$ cat src/rtl/lsu_pkg.sv
// Shared types and alignment helpers for the LSU execute slot.
package lsu_pkg;

    typedef enum logic [1:0] {
        LSU_B = 2'b00,
        LSU_H = 2'b01,
        LSU_W = 2'b10
    } lsu_size_e;

    typedef enum logic [1:0] {
        IDLE = 2'b00,
        REQ  = 2'b01,
        RESP = 2'b10
    } lsu_state_e;

    localparam logic [6:0] OP_LOAD  = 7'b0000011;
    localparam logic [6:0] OP_STORE = 7'b0100011;

    // Size code 2'b11 behaves as a word everywhere.
    function automatic logic [1:0] lsu_force_align(input logic [1:0] size, input logic [1:0] lo);
        case (size)
            LSU_B:   return lo;
            LSU_H:   return {lo[1], 1'b0};
            default: return 2'b00;
        endcase
    endfunction

    function automatic logic lsu_misaligned(input logic [1:0] size, input logic [1:0] lo);
        case (size)
            LSU_B:   return 1'b0;
            LSU_H:   return lo[0];
            default: return |lo;
        endcase
    endfunction

endpackage

$ cat src/rtl/lsu_align.sv
// Byte-lane steering: store byte enables / replicated data, and load extract + extend.
module lsu_align
    import lsu_pkg::*;
(
    input  logic [1:0]  i_size,
    input  logic [1:0]  i_ea_lo,
    input  logic [31:0] i_wdata,
    output logic [3:0]  o_be,
    output logic [31:0] o_wdata,
    input  logic [1:0]  i_ld_size,
    input  logic [1:0]  i_ld_ea_lo,
    input  logic        i_ld_zext,
    input  logic [31:0] i_rdata,
    output logic [31:0] o_ld_data
);

    logic [31:0] w_shifted;

    always_comb begin
        o_be    = 4'b1111;
        o_wdata = i_wdata;
        case (i_size)
            LSU_B: begin
                o_be    = 4'b0001 << i_ea_lo;
                o_wdata = {4{i_wdata[7:0]}};
            end
            LSU_H: begin
                o_be    = 4'b0011 << {i_ea_lo[1], 1'b0};
                o_wdata = {2{i_wdata[15:0]}};
            end
            default: ;
        endcase
    end

    assign w_shifted = i_rdata >> {i_ld_ea_lo, 3'b000};

    always_comb begin
        o_ld_data = w_shifted;
        case (i_ld_size)
            LSU_B:   o_ld_data = {{24{~i_ld_zext & w_shifted[7]}}, w_shifted[7:0]};
            LSU_H:   o_ld_data = {{16{~i_ld_zext & w_shifted[15]}}, w_shifted[15:0]};
            default: ;
        endcase
    end

endmodule

$ cat src/rtl/lsu_exec.sv
// LSU execute stage: EA generation, single outstanding memory access, load writeback.
// Define LSU_MISALIGN_TRAP_EN to trap misaligned half/word accesses instead of force-aligning them.
module lsu_exec
    import lsu_pkg::*;
#(
    parameter int XLEN        = 32,
    parameter int RSP_TIMEOUT = 0
) (
    input  logic            clk,
    input  logic            rst_n,
    input  logic            op_valid,
    output logic            op_ready,
    input  logic            op_is_load,
    input  logic            op_zero_ext,
    input  logic [1:0]      op_size,
    input  logic [4:0]      op_rd,
    input  logic [XLEN-1:0] op_base,
    input  logic [XLEN-1:0] op_wdata,
    input  logic [11:0]     op_imm,
    output logic            mem_req_valid,
    input  logic            mem_req_ready,
    output logic            mem_req_we,
    output logic [XLEN-1:0] mem_req_addr,
    output logic [3:0]      mem_req_be,
    output logic [XLEN-1:0] mem_req_wdata,
    input  logic            mem_rsp_valid,
    input  logic [XLEN-1:0] mem_rsp_rdata,
    output logic            wb_valid,
    output logic [4:0]      wb_rd,
    output logic [XLEN-1:0] wb_data,
    output logic            stall,
    output logic            lsu_err
);

`ifdef LSU_MISALIGN_TRAP_EN
    localparam bit TRAP = 1'b1;
`else
    localparam bit TRAP = 1'b0;
`endif

    lsu_state_e      r_state;
    logic [XLEN-1:0] r_addr, r_wdata, r_wb_data;
    logic [3:0]      r_be;
    logic            r_we, r_zext, r_wb_valid, r_err;
    logic [1:0]      r_size, r_ea_lo;
    logic [4:0]      r_rd, r_wb_rd;
    logic [31:0]     r_cnt;

    logic [XLEN-1:0] w_ea, w_wdata, w_ld_data;
    logic [1:0]      w_ea_lo;
    logic [3:0]      w_be;
    logic            w_mis;

    assign w_ea  = op_base + {{(XLEN-12){op_imm[11]}}, op_imm};
    assign w_mis = lsu_misaligned(op_size, w_ea[1:0]);
`ifdef LSU_MISALIGN_TRAP_EN
    assign w_ea_lo = w_ea[1:0];
`else
    assign w_ea_lo = lsu_force_align(op_size, w_ea[1:0]);
`endif

    lsu_align u_align (
        .i_size     (op_size),
        .i_ea_lo    (w_ea_lo),
        .i_wdata    (op_wdata),
        .o_be       (w_be),
        .o_wdata    (w_wdata),
        .i_ld_size  (r_size),
        .i_ld_ea_lo (r_ea_lo),
        .i_ld_zext  (r_zext),
        .i_rdata    (mem_rsp_rdata),
        .o_ld_data  (w_ld_data)
    );

    always_ff @(posedge clk or negedge rst_n) begin
        if (!rst_n) begin
            r_state    <= IDLE;
            r_addr     <= '0;
            r_wdata    <= '0;
            r_be       <= '0;
            r_we       <= 1'b0;
            r_zext     <= 1'b0;
            r_size     <= '0;
            r_ea_lo    <= '0;
            r_rd       <= '0;
            r_cnt      <= '0;
            r_wb_valid <= 1'b0;
            r_wb_rd    <= '0;
            r_wb_data  <= '0;
            r_err      <= 1'b0;
        end else begin
            r_wb_valid <= 1'b0;
            r_err      <= 1'b0;
            case (r_state)
                IDLE: begin
                    if (op_valid) begin
                        if (TRAP && w_mis) begin
                            r_err <= 1'b1;
                        end else begin
                            r_state <= REQ;
                            r_addr  <= {w_ea[XLEN-1:2], 2'b00};
                            r_be    <= w_be;
                            r_wdata <= w_wdata;
                            r_we    <= ~op_is_load;
                            r_size  <= op_size;
                            r_ea_lo <= w_ea_lo;
                            r_zext  <= op_zero_ext;
                            r_rd    <= op_rd;
                            r_cnt   <= '0;
                        end
                    end
                end
                REQ: begin
                    if (mem_req_ready) r_state <= r_we ? IDLE : RESP;
                end
                RESP: begin
                    if (mem_rsp_valid) begin
                        r_state <= IDLE;
                        // x0 loads still complete the bus access but never write back
                        if (r_rd != 5'd0) begin
                            r_wb_valid <= 1'b1;
                            r_wb_rd    <= r_rd;
                            r_wb_data  <= w_ld_data;
                        end
                    end else if (RSP_TIMEOUT > 0 && r_cnt == 32'(RSP_TIMEOUT - 1)) begin
                        r_err   <= 1'b1;
                        r_state <= IDLE;
                    end else begin
                        r_cnt <= r_cnt + 32'd1;
                    end
                end
                default: r_state <= IDLE;
            endcase
        end
    end

    assign op_ready      = (r_state == IDLE);
    assign stall         = (r_state != IDLE);
    assign mem_req_valid = (r_state == REQ);
    assign mem_req_we    = r_we;
    assign mem_req_addr  = r_addr;
    assign mem_req_be    = r_be;
    assign mem_req_wdata = r_wdata;
    assign wb_valid      = r_wb_valid;
    assign wb_rd         = r_wb_rd;
    assign wb_data       = r_wb_data;
    assign lsu_err       = r_err;

endmodule

$ cat config.mk
export PLATFORM = sky130hd
export DESIGN_NAME = lsu_exec
export DESIGN_NICKNAME = d
export VERILOG_FILES = /design/src/rtl/lsu_pkg.sv /design/src/rtl/lsu_align.sv /design/src/rtl/lsu_exec.sv
export SDC_FILE = /design/constraint.sdc
export NUM_CORES = 1
export LEC_CHECK = 0
export ABC_AREA = 1
export CAP_MARGIN = 0
export CORE_AREA = 2 2 153 155
export CTS_CLUSTER_SIZE = 14
export DETAILED_ROUTE_END_ITERATION = 10
export DIE_AREA = 0 0 155 157
export MAX_ROUTING_LAYER = met4
export PLACE_DENSITY = 0.59
export SYNTH_ARGS = -nofsm -noshare
export SYNTH_HDL_FRONTEND = slang
export SYNTH_SLANG_ARGS = --single-unit
$ cat constraint.sdc
create_clock -name clk -period 1.55 [get_ports clk]
set_input_delay 0.31 -clock clk [delete_from_list [all_inputs] [get_ports clk]]
set_output_delay 0.31 -clock clk [all_outputs]
set_load 0.02 [all_outputs]
* Yosys cells after proc, flatten, opt, wreduce, memory -nomap -nowiden
Index checks and enable logic that the tools add are counted.
Storage, ports and cells: register bits after elaboration 117, bits of input ports 122, word-level logic and storage cells 47
Operators by class: add/subtract/negate cells 1, equality and inequality tests 7, shifts and indexed selects 3, multiplexer cells 12, bitwise operators 4, reduce and logical (&&, ||, !) cells 8
Operators with widths (number):
- 32-bit one-hot mux with 2 select lines | 2
- 32-bit adder | 1
- 32-bit by 5-bit >> shifter with 32-bit output | 1
- 2-bit 2-to-1 mux | 4
- 4-bit one-hot mux with 2 select lines | 1
- 2-bit by 1-bit equality test with 1-bit output (second input constant) | 3
- 2-bit zero test | 3
- 2-bit one-hot mux with 3 select lines | 1
- 3-bit AND reduction | 2
- 5-bit nonzero test | 1
- 2-bit inequality test (second input constant) | 2
- 2-bit one-hot mux with 2 select lines | 1
- 1-bit by 2-bit << shifter with 4-bit output (first input constant) | 1
- 2-bit by 2-bit << shifter with 4-bit output (first input constant) | 1
- 1-bit 2-to-1 mux | 3
- 1-bit bitwise AND | 2
- 2-bit equality test (second input constant) | 1
- 2-bit by 1-bit inequality test with 1-bit output (second input constant) | 1
- 1-bit inverter | 2
- 2-bit AND reduction | 1
- 2-bit nonzero test | 1

* Depth between registers and ports, before layout
depth after elaboration 4, depth in mapped cells 13, mapped depth without buffers 13

* Hierarchy
A second synthesis with hierarchy kept.
Second synthesis, totals: cells, all modules 1249, area, all modules 8157.8 µm²
Modules (own cells, without submodules):
- lsu_exec | instances 1, cells each 982, area an instance 6859.1 µm², sequential area each 2927.8 µm²
- lsu_align | instances 1, cells each 267, area an instance 1298.7 µm², sequential area each 0.0 µm²

* Worst setup path after synthesis
OpenSTA, ideal clock, no wires.
path type input to register, start input op_base[0], end register r_addr[28], in the netlist mem_req_addr[28], setup time 117 ps, arrival time 1634 ps, setup slack -202 ps, cell stages on the path 13, buffers on the path 0, path through ha_1 > inv_1 > fa_1 > inv_1 > nand3_1 > nand3_1 > nand3_1 > nand3_1 > nand2_1 > nand2_1 > nand2_1 > nand3_1 > nand2_1
Between the ends: cells in the longest elaborated chain, start to end 1
RTL lines:
- start: declaration | RTL line lsu_exec.sv:17 | input logic [XLEN-1:0] op_base,
- 32-bit adder | RTL line lsu_exec.sv:54 | assign w_ea = op_base + {{(XLEN-12){op_imm[11]}}, op_imm};
- end signal: assignment | RTL line lsu_exec.sv:101 | r_addr <= {w_ea[XLEN-1:2], 2'b00};
- end: declaration | RTL line lsu_exec.sv:42 | logic [XLEN-1:0] r_addr, r_wdata, r_wb_data;
Every way passes these cells. A chain may end at the register's enable or synchronous reset.

* Worst setup path in the final report
start input op_imm[11], end register r_addr[27], in the netlist mem_req_addr[27]
Between the ends: cells in the longest elaborated chain, start to end 1
RTL lines:
- start: declaration | RTL line lsu_exec.sv:19 | input logic [11:0] op_imm,
- 32-bit adder | RTL line lsu_exec.sv:54
Every way passes these cells.

==> flow_summary.toml <==
[run]
max_cap_viol_count = 0

[drt]
initialDrtViolationCount = 372
wirelength_um = 26300
drtAntennaViolNets = 0
post_drt_via_cell_ratio = 4.70
num_vias = 8227
wl_per_cell_um = 15.0
drc_errors = 0
drt_pass1_iterations = 4

[layout]
finalNetCount = 1606
antenna_cells = 0
utilization_pct = 54.8
layout.cells.non_filler = 1750
final_area_um2 = 12300
fillers = 2174
area_growth_pct = 58.5
layout-drive-gt1-share_pct = 22.7

[global_route]
first_pass_grt_wire_length_um = 41400
vias_in_the_first_global_route = 8020
grt_overflow = 0
number_of_antenna_violations_at_the_first_check_in_global_routing = 0
maximum_number_of_pins_on_one_net_before_global_route_repair = 68
grt_use_total_pct = 22.3

[floorplan]
fp.coreArea_um2 = 22500
io_pins = 233
die_w_um = 155
initial_core_utilization_pct = 34.6
die_area_um2 = 24300
floorplan_die_height_um = 157
rows = 55

[logic_synthesis]
ff_latch_count_synth = 117
synth_top_area_share_pct = 37.6
synthFlopType = "dfrtp_1"
edff_count_synth = 0
most_area_hungry_cell_type_in_the_yosys_netlist = "dfrtp_1"
syn_avg_cell_area_um2 = 6.92
synthMostInstantiatedCell = "nand2_1"
synth.cells.most_frequent = "nand2_1 (449), inv_1 (135), dfrtp_1 (117), nand3_1 (68), o21ai_0 (45)"
yosys_warns = 0
synth_area_leaders = "dfrtp_1 (38%), nand2_1 (22%), inv_1 (6.5%)"
yosysSeqAreaShare_pct = 37.6
postSynth.asyncResetShare_pct = 100
synthesis.instances = 1125
mappedNetlistArea_um2 = 7780
synth.distinct_cells = 42

[clock_network]
clk_root_buffer_cell = "clkbuf_16"
cts-buffers-inserted = 17
clk_pin_slew_ns = 0.06
clock_latency_ns = 0.41
htreeDepth = 4
cts.sink_count = 117
tritoncts_clock_tree = "built"
clk_path_buf_depth = 2

[min_path]
worst_hold_path_type = "in -> reg"

[power_and_ir_drop]
power.leakage_nw = 6.43
worst_vdd_drop_uv = 695
power_density_nw_per_um2 = 1600

[placed_design]
post-place-cells = 1699
gp_congestion = 0.981
dpl_cell_area_um2 = 11100
detailed_place_hpwl_um = 20000
place.port_buffers = 229

[sta]
finalClockSkew_ns = 0.00838
final-hold-violation-count = 0
setup_tns_ns = 0
total_count_of_max_transition_violations_in_the_final_report = 0
rsz0062_at_grt = "yes"
finalCritPeriodShare_pct = 99.6
maxClockFrequency_ghz = 0.648
final-setup-viol-count = 0
final_period_minus_worst_setup_slack_ns = 1.54

[worst_setup_path]
worst-endpoint-required_ns = 1.85
reg2reg_slack_ns = 0.11
startpoint_type = "primary input"
timing_worst_setup_path_type = "in -> reg"
critPathCaptureType = "register"
timing.critical_path.fanout_max = 6
worstPathArrival_ns = 1.85

[status]
status = "finished clean"
-- layout make-up --
class                           instances  area [um2]  share of cell area [%]
Multi-Input combinational cell        816        4760                    38.6
Sequential cell                       117        2930                    23.7
Inverter                              159         609                    4.94
Clock buffer                           19         453                    3.67
Clock inverter                         13         124                    1.00
Tap cell                              285         357                    2.89
Timing Repair Buffer                  341        3110                    25.2
-- repair_timing --
item / in CTS / in global routing
setup buffers: 7 / 8
pin swaps: 27 / 25
endpoints found under the hold margin: 22 / 0
hold buffers: 1 / 0
setup endpoints to repair: 141 / 43
gates resized for setup: 222 / 69
cloned: 1 / 2
-- cell families after synthesis --
group,Yosys count,synth area share [%]
simple gates,616,33.2
buf+inv,195,10.5
compound gates,141,10.7
flops,117,37.6
fa+ha+maj,32,5.24
xor+xnor,16,1.80
mux,7,0.900
other cells,1,0.0482
-- registers in the layout, indices dropped and copies added, names as in the netlist --
| name | count |
|---|---|
| mem_req_wdata | 32 |
| wb_data | 32 |
| mem_req_addr | 30 |
| r_rd | 5 |
| wb_rd | 5 |
| mem_req_be | 4 |
| r_ea_lo | 2 |
| r_size | 2 |
| r_state | 2 |
| mem_req_we | 1 |
| r_zext | 1 |
| wb_valid | 1 |
-- routing by layer --
metal | routed length, um | vias to the layer above | GRT usage [%] | part of all wire [%]
li1 | - | 4185 | - | -
met1 | 11500 | 3800 | 27.9 | 44
met2 | 13200 | 207 | 37.8 | 50
met3 | 1070 | 35 | 3.19 | 4.1
met4 | 524 | 0 | 6.17 | 2.0
met5 | 0 | - | - | 0
-- stage by stage --
stage	hold slack, ns	setup WS [ns]	power [mW]
3_5_place_dp	0.256	-0.830	16.5
5_1_grt	0.347	-0.0440	21.2
2_1_floorplan	0.0144	-0.0404	11.4
6_report	0.327	0.00586	19.8
4_1_cts	0.353	0.00911	19.6
3_3_place_gp	0.258	-0.803	16.4
-- worst paths after layout --
check                                              from                             to  depth (start not counted)
min in group asynchronous                         rst_n  mem_req_wdata[23]$_DFFE_PN0P_                          2
hold reg to reg            mem_req_addr[19]$_DFFE_PN0P_   mem_req_addr[19]$_DFFE_PN0P_                          2
setup / recovery                             op_imm[11]   mem_req_addr[27]$_DFFE_PN0P_                         13
setup reg to reg                 r_state[0]$_DFFE_PN0P_        wb_data[16]$_DFFE_PN0P_                          9
max in group asynchronous                         rst_n           wb_rd[1]$_DFFE_PN0P_                          3
hold / removal                               op_base[0]      mem_req_be[1]$_DFFE_PN0P_                          4
-- where the power goes --
group / switching, mW / total, mW / internal [mW]
combinational: 6.25 / 10.5 / 4.21
sequential: 0.909 / 5.50 / 4.59
clock: 1.53 / 3.84 / 2.31
-- layout by cell type, fill, tap and decap left out, drive strengths merged, types with 2 or more instances in the layout --
master / count
buf: 117
clkdlybuf4s50: 81
nand3: 76
inv: 161
o21ai: 76
clkinvlp: 3
clkbuf: 20
dlymetal6s2s: 3
ha: 31
o22ai: 17
xnor2: 14
mux2i: 7
dlygate4sd2: 137
dfrtp: 117
nor3: 4
o211ai: 2
nand4: 3
a21oi: 39
o21bai: 3
xor2: 2
clkinv: 7
nor2: 55
o31ai: 2
conb: 3
nand2: 473
nand3b: 4
-- critical path, stage by stage --
cell and delay [ns]:
buf_6 0.12, buf_16 0.14, buf_8 0.14, ha_4 0.30
nand2_2 0.10, nor2_4 0.13, inv_1 0.07, nor3_1 0.18
nand2_1 0.09, nand2_1 0.08, nand2_1 0.05, nand3_1 0.07
nand2_1 0.05
No activity file was read; power rests on OpenSTA's default activity.
